[src/rtl/bram_fifo_reader.sv]
// bram_fifo_reader
// Pulls words from a registered-output upstream FIFO (one cycle read latency)
// and presents them as a valid/ready stream. Output is fully registered:
// a 2-entry in-order skid buffer absorbs the read latency, so rd_en can be
// issued speculatively while still never overrunning the buffer.
// A burst counter marks every BURST_LEN-th word with m_last.
//
// Ports:
//   clk, rst_n       - clock, asynchronous active-low reset
//   en               - read enable; low stops issuing new FIFO reads
//   fifo_empty       - upstream FIFO empty flag
//   fifo_data        - upstream read data, valid the cycle after rd_en
//   rd_en            - pop request to upstream FIFO
//   m_valid/m_ready  - output stream handshake
//   m_data, m_last   - output stream word and end-of-burst marker
module bram_fifo_reader #(
  parameter int DATA_WIDTH = 64,
  parameter int BURST_LEN  = 16
) (
  input  logic                  clk,
  input  logic                  rst_n,
  input  logic                  en,
  input  logic                  fifo_empty,
  input  logic [DATA_WIDTH-1:0] fifo_data,
  output logic                  rd_en,
  output logic                  m_valid,
  input  logic                  m_ready,
  output logic [DATA_WIDTH-1:0] m_data,
  output logic                  m_last
);

  localparam logic [15:0] LAST_CNT = 16'(BURST_LEN - 1);

  logic [1:0]            occ_q, occ_d;
  logic                  inflight_q, inflight_d;
  logic [15:0]           cnt_q, cnt_d;
  logic [DATA_WIDTH-1:0] buf_q [2];
  logic [DATA_WIDTH-1:0] buf_d [2];

  logic                  pop;
  logic [1:0]            occ_after_pop;
  logic [2:0]            pending;

  // Read issue: a word may be requested only if the buffer will still have
  // room for it once every already-requested word has landed.
  always_comb begin
    pop           = (occ_q != 2'd0) && m_ready;
    occ_after_pop = occ_q - {1'b0, pop};
    pending       = {1'b0, occ_after_pop} + {2'b0, inflight_q};
    // rst_n gating keeps rd_en low throughout reset, not just after an edge.
    rd_en         = rst_n && en && !fifo_empty && (pending < 3'd2);
  end

  always_comb begin
    buf_d[0]   = buf_q[0];
    buf_d[1]   = buf_q[1];
    occ_d      = occ_after_pop + {1'b0, inflight_q};
    inflight_d = rd_en;
    cnt_d      = cnt_q;

    // Head always shifts forward on a pop; slot 1 becomes don't-care.
    if (pop) begin
      buf_d[0] = buf_q[1];
    end

    // Arriving word lands in the first free slot after the pop is applied.
    if (inflight_q) begin
      if (occ_after_pop == 2'd0) begin
        buf_d[0] = fifo_data;
      end else begin
        buf_d[1] = fifo_data;
      end
    end

    if (pop) begin
      cnt_d = (cnt_q == LAST_CNT) ? 16'd0 : cnt_q + 16'd1;
    end
  end

  always_ff @(posedge clk or negedge rst_n) begin
    if (!rst_n) begin
      occ_q      <= 2'd0;
      inflight_q <= 1'b0;
      cnt_q      <= 16'd0;
    end else begin
      occ_q      <= occ_d;
      inflight_q <= inflight_d;
      cnt_q      <= cnt_d;
    end
  end

  for (genvar gi = 0; gi < 2; gi++) begin : g_buf
    always_ff @(posedge clk or negedge rst_n) begin
      if (!rst_n) begin
        buf_q[gi] <= '0;
      end else begin
        buf_q[gi] <= buf_d[gi];
      end
    end
  end

  assign m_valid = (occ_q != 2'd0);
  assign m_data  = buf_q[0];
  assign m_last  = m_valid && (cnt_q == LAST_CNT);

endmodule

[config.mk]
export PLATFORM = sky130hd
export DESIGN_NAME = bram_fifo_reader
export DESIGN_NICKNAME = d
export VERILOG_FILES = /design/src/rtl/bram_fifo_reader.sv
export SDC_FILE = /design/constraint.sdc
export NUM_CORES = 1
export LEC_CHECK = 0
export CAP_MARGIN = 0
export CORE_UTILIZATION = 52
export DETAILED_ROUTE_END_ITERATION = 7
export PLACE_DENSITY = 0.79
export SYNTH_ARGS = -nofsm -noshare
export SYNTH_HDL_FRONTEND = slang
export SYNTH_SLANG_ARGS = --single-unit
[constraint.sdc]
create_clock -name clk -period 2.2 [get_ports clk]
set_clock_uncertainty 0.15 [all_clocks]
set_input_delay 0.44 -clock clk [delete_from_list [all_inputs] [get_ports clk]]
set_output_delay 0.44 -clock clk [all_outputs]
set_load 0.01 [all_outputs]
Yosys cells after proc, flatten, opt, wreduce, memory -nomap -nowiden --
Index checks and enable logic that the tools add are counted.
Word-level totals: logic and storage cells 26, output and inout port bits 67, flip-flop bits (word level) 147, input port bits 69
Cells by class: reductions and logical operators 9, add/sub/neg operators 4, bitwise gates (word level) 1, muxes and demuxes 5, magnitude comparators 1, equality and inequality tests 1
Operators by type and width (number):
- $mux 64 | 3
- $mux 128 | 1
- $add 16x1->16 const B | 1
- $eq 16x4->1 const B | 1
- $mux 16 | 1
- $logic_and 1x1->1 | 5
- $add 2x1->3 | 1
- $lt 3x2->1 const B | 1
- $add 2x1->2 | 1
- $logic_not 2->1 | 1
- $reduce_and 2->1 | 1
- $reduce_bool 2->1 | 1
- $sub 2x1->2 | 1
- $logic_not 1->1 | 1
- $not 1->1 | 1

Logic depth before layout (Yosys ltp) --
word-level depth 6, gate-level depth with buffers 7, depth with buffers taken out 6

Worst setup path after synthesis --
No wires, ideal clock.
path kind flip-flop to output port, from register occ_q[0], to output port rd_en, stages on the path, launching flop included 7, buffers on the path 0, arrival 1.309 ns, path slack 0.301 ns, data required time 1.610 ns, cells stage by stage dfrtp_1 > nor2b_2 > a21o_1 > ha_1 > inv_1 > ha_1 > and4b_1
Between the ends: word-level cells in the longest chain between the ends 6
RTL lines:
- start: declaration | RTL line 34 | logic [1:0] occ_q, occ_d;
- start signal: assignment | RTL line 82 | occ_q <= 2'd0;
- start signal: assignment | RTL line 86 | occ_q <= occ_d;
- $reduce_bool 2->1 | RTL line 47 | pop = (occ_q != 2'd0) && m_ready;
- $logic_and 1x1->1 | RTL line 47
- $sub 2x1->2 (*) | RTL line 48 | occ_after_pop = occ_q - {1'b0, pop};
- $add 2x1->3 (*) | RTL line 49 | pending = {1'b0, occ_after_pop} + {2'b0, inflight_q};
- $lt 3x2->1 (*) | RTL line 51 | rd_en = rst_n && en && !fifo_empty && (pending < 3'd2);
- $logic_and 1x1->1 (*) | RTL line 51
- end: declaration | RTL line 25 | output logic rd_en,
Every way passes the cells marked *; elsewhere a longest branch is shown, timed or not.

Worst setup path after layout --
Same ends and word-level chain as after synthesis.

==> run summary <==
Leak -> 0.00420 uW
Final WS setup -> -0.176 ns
reg-to-reg startpoint -> cnt_q[7]
Post-synth top flop -> dfrtp_1
post-synthesis sequential area ratio -> 0.548
die height -> 116 microns
commonest non-fill, non-tap cells in the layout -> dfrtp_1, clkdlybuf4s50_1, nand2_1, o21ai_1
vias per inst -> 5.14
Most Used Layer, Global Route -> met2
vias in the first global route -> 4,583
1st-pass router iterations -> 4
Worst path slowest cell -> dfrtp_1
Synth Net Count -> 635
area grow syn2layout -> 29.3%
Post-route DRC -> 0
synth unique cells -> 36
crit path cell chain -> nor2b_4, a21o_1, ha_2, inv_2, ha_4, and4b_1, buf_2
failing checks -> setup timing
Buf/Inv on CP -> 2
hold-fix buffer count after cts -> 0
Max Fanout on Critical Path -> 3
Final GP Congestion -> 0.758
# setup viols final -> 1
Sink Count -> 147
post-layout util -> 0.687
EDFF count, synth -> 0
Slew HR -> 0.481
Max IR drop VDD -> 0.000694 V
Max Slew Vio Count -> 0
CTS max path bufs -> 2
Syn. warnings -> 0
total length of routed wires -> 13.3 mm
cts bufs inserted -> 17
Worst setup startpoint -> occ_q[0]
delay-heaviest family, CP -> flip-flops
crit path DAT -> 1.79 ns
WL/cell -> 15.6 microns
largest net degree at the start of global routing -> 148
commonest non-fill, non-tap cell in the layout -> dfrtp_1
Worst Path Required -> 1.61 ns
Yosys reg bits -> 147
post-place setup slack -> -0.734 ns
I/O pin total -> 136
Reg clk slew, reported paths -> 0.06 ns
initial antenna violation count -> 0
CP endpoint kind -> output port
Tmin final -> 2.38 ns
HPWL after DPL -> 8.86 mm
final net count -> 738
number of port buffers -> 135
Starting Density -> 0.532
total core area -> 12,600 sq um
die area -> 13,400 sq um
DR iter-0 viols -> 210
row cnt -> 41
Crit Path Class -> flip-flop to output port
period utilisation layout -> 1.08
Avg Cell Area, Syn -> 11.9 sq um
fin cells -> 850
GRT met2 Usage -> 0.350
synthesized area -> 6710 sq um
total grt overflow -> 0
Setup crit start kind -> flip-flop
global-route wire length before repair -> 21.9 mm
GRT Total Usage -> 0.214
crit-path max cell delay -> 0.42 ns
Worst Tran Pin Value -> 0.779 ns
Synth Instances -> 563
share of cells above drive strength 1 -> 0.128
antenna cells -> 0
Async SR Flop Fraction -> 1.00
Worst-Skew Late Latency -> 0.41 ns
Placed Cells -> 816
vias -> 4,368
worst hold path class -> primary input to async pin
Hold Violations, Final -> 0
CTS tree -> built
antenna-violating nets left -> 0
Design Area, Final -> 8680 sq um
clk root buf -> clkbuf_16
power density cells -> 1090 nW/um^2
met1 GRT Util -> 0.264
fmax -> 0.421 GHz
Placed Area -> 8040 sq um
DIE WIDTH -> 116 microns
met3 Track Usage GR -> 0.0675
RSZ-0062 raised after global routing -> true
max-cap violations -> 0
status -> finished with violations
CTS H-tree lvls -> 4
-- worst paths after layout --
kind / to / slack, ns / cells past startpoint
worst max register to register: cnt_q[15] / 0.32 / 5
max in group asynchronous: m_data[38] / 1.32 / 2
worst min-delay path: m_data[14] / 0.004 / 2
worst min register to register: buf_q[45] / 0.34 / 1
min in group clk: inflight_q / 0.23 / 2
worst max-delay path: rd_en / -0.18 / 7
-- metrics by stage --
stage                     hold slack (ns)  total power, uW  TNS (ns)
after floorplan                  -0.00559             5910         0
after global placement              0.322             6680     -2.18
after detailed placement            0.330             6830     -4.40
after CTS                          0.0586             9560    -0.223
after global routing               0.0677            10000    -0.369
final                             0.00392             9460    -0.176
-- layout make-up --
| class | count | area, sq um |
|---|---|---|
| Multi-Input combinational cell | 322 | 2470 |
| Clock buffer | 28 | 537 |
| Sequential cell | 147 | 3680 |
| Inverter | 2 | 7.51 |
| Clock inverter | 3 | 17.5 |
| Fill cell | 930 | 3940 |
| Tap cell | 172 | 215 |
| Timing Repair Buffer | 176 | 1750 |
-- cells by family after synthesis --
group | count (synthesis) | share of synthesized area
flops | 147 | 0.548
compound gates | 70 | 0.0547
mux | 128 | 0.203
fa+ha+maj | 3 | 0.00560
simple gates | 107 | 0.0726
buf+inv | 94 | 0.0964
xor+xnor | 14 | 0.0194
-- layer usage --
| layer | up-vias | wire length, microns | part of all wire |
|---|---|---|---|
| met3 | 23 | 891 | 0.067 |
| met5 | - | 0 | 0 |
| li1 | 2085 | - | - |
| met4 | 0 | 255 | 0.019 |
| met2 | 121 | 6470 | 0.49 |
| met1 | 2139 | 5680 | 0.43 |
-- cell usage after synthesis, types with 5 or more instances --
| library cell | count | area share |
|---|---|---|
| buf_4 | 73 | 0.082 |
| xnor2_1 | 8 | 0.010 |
| xor2_1 | 5 | 0.0065 |
| nand4_1 | 6 | 0.0056 |
| mux2i_1 | 64 | 0.096 |
| clkbuf_1 | 6 | 0.0034 |
| nand2_1 | 74 | 0.041 |
| dfrtp_1 | 147 | 0.55 |
| nor2_1 | 6 | 0.0034 |
| buf_2 | 10 | 0.0075 |
| mux2_1 | 64 | 0.11 |
| o21ai_1 | 65 | 0.048 |
-- worst reg2reg max path, stage by stage (launching register included) --
cell and delay, ns:
dfrtp_1 0.40, buf_4 0.16, and4_1 0.24, nand4_1 0.14
or4_4 0.54, xnor2_2 0.14
-- state kept, by name (all words and copies together) (netlist names) --
signal	cells
inflight_q	1
m_data	64
occ_q	2
buf_q	64
cnt_q	16
-- repair_timing --
action / 4_1_cts / 5_1_grt
pin swaps: 3 / 3
setup endpoints to repair: 3 / 3
gates cloned: 0 / 0
setup buffers: 3 / 0
gates resized for setup: 19 / 6
-- where the power goes --
| group | leakage [uW] | total [uW] | switching [uW] | internal, uW |
|---|---|---|---|---|
| Combinational | 0.00204 | 2680 | 1070 | 1610 |
| Clock | 0.000273 | 2660 | 1010 | 1640 |
| Sequential | 0.00188 | 4120 | 498 | 3620 |
Power figures use the tool's default switching activity.
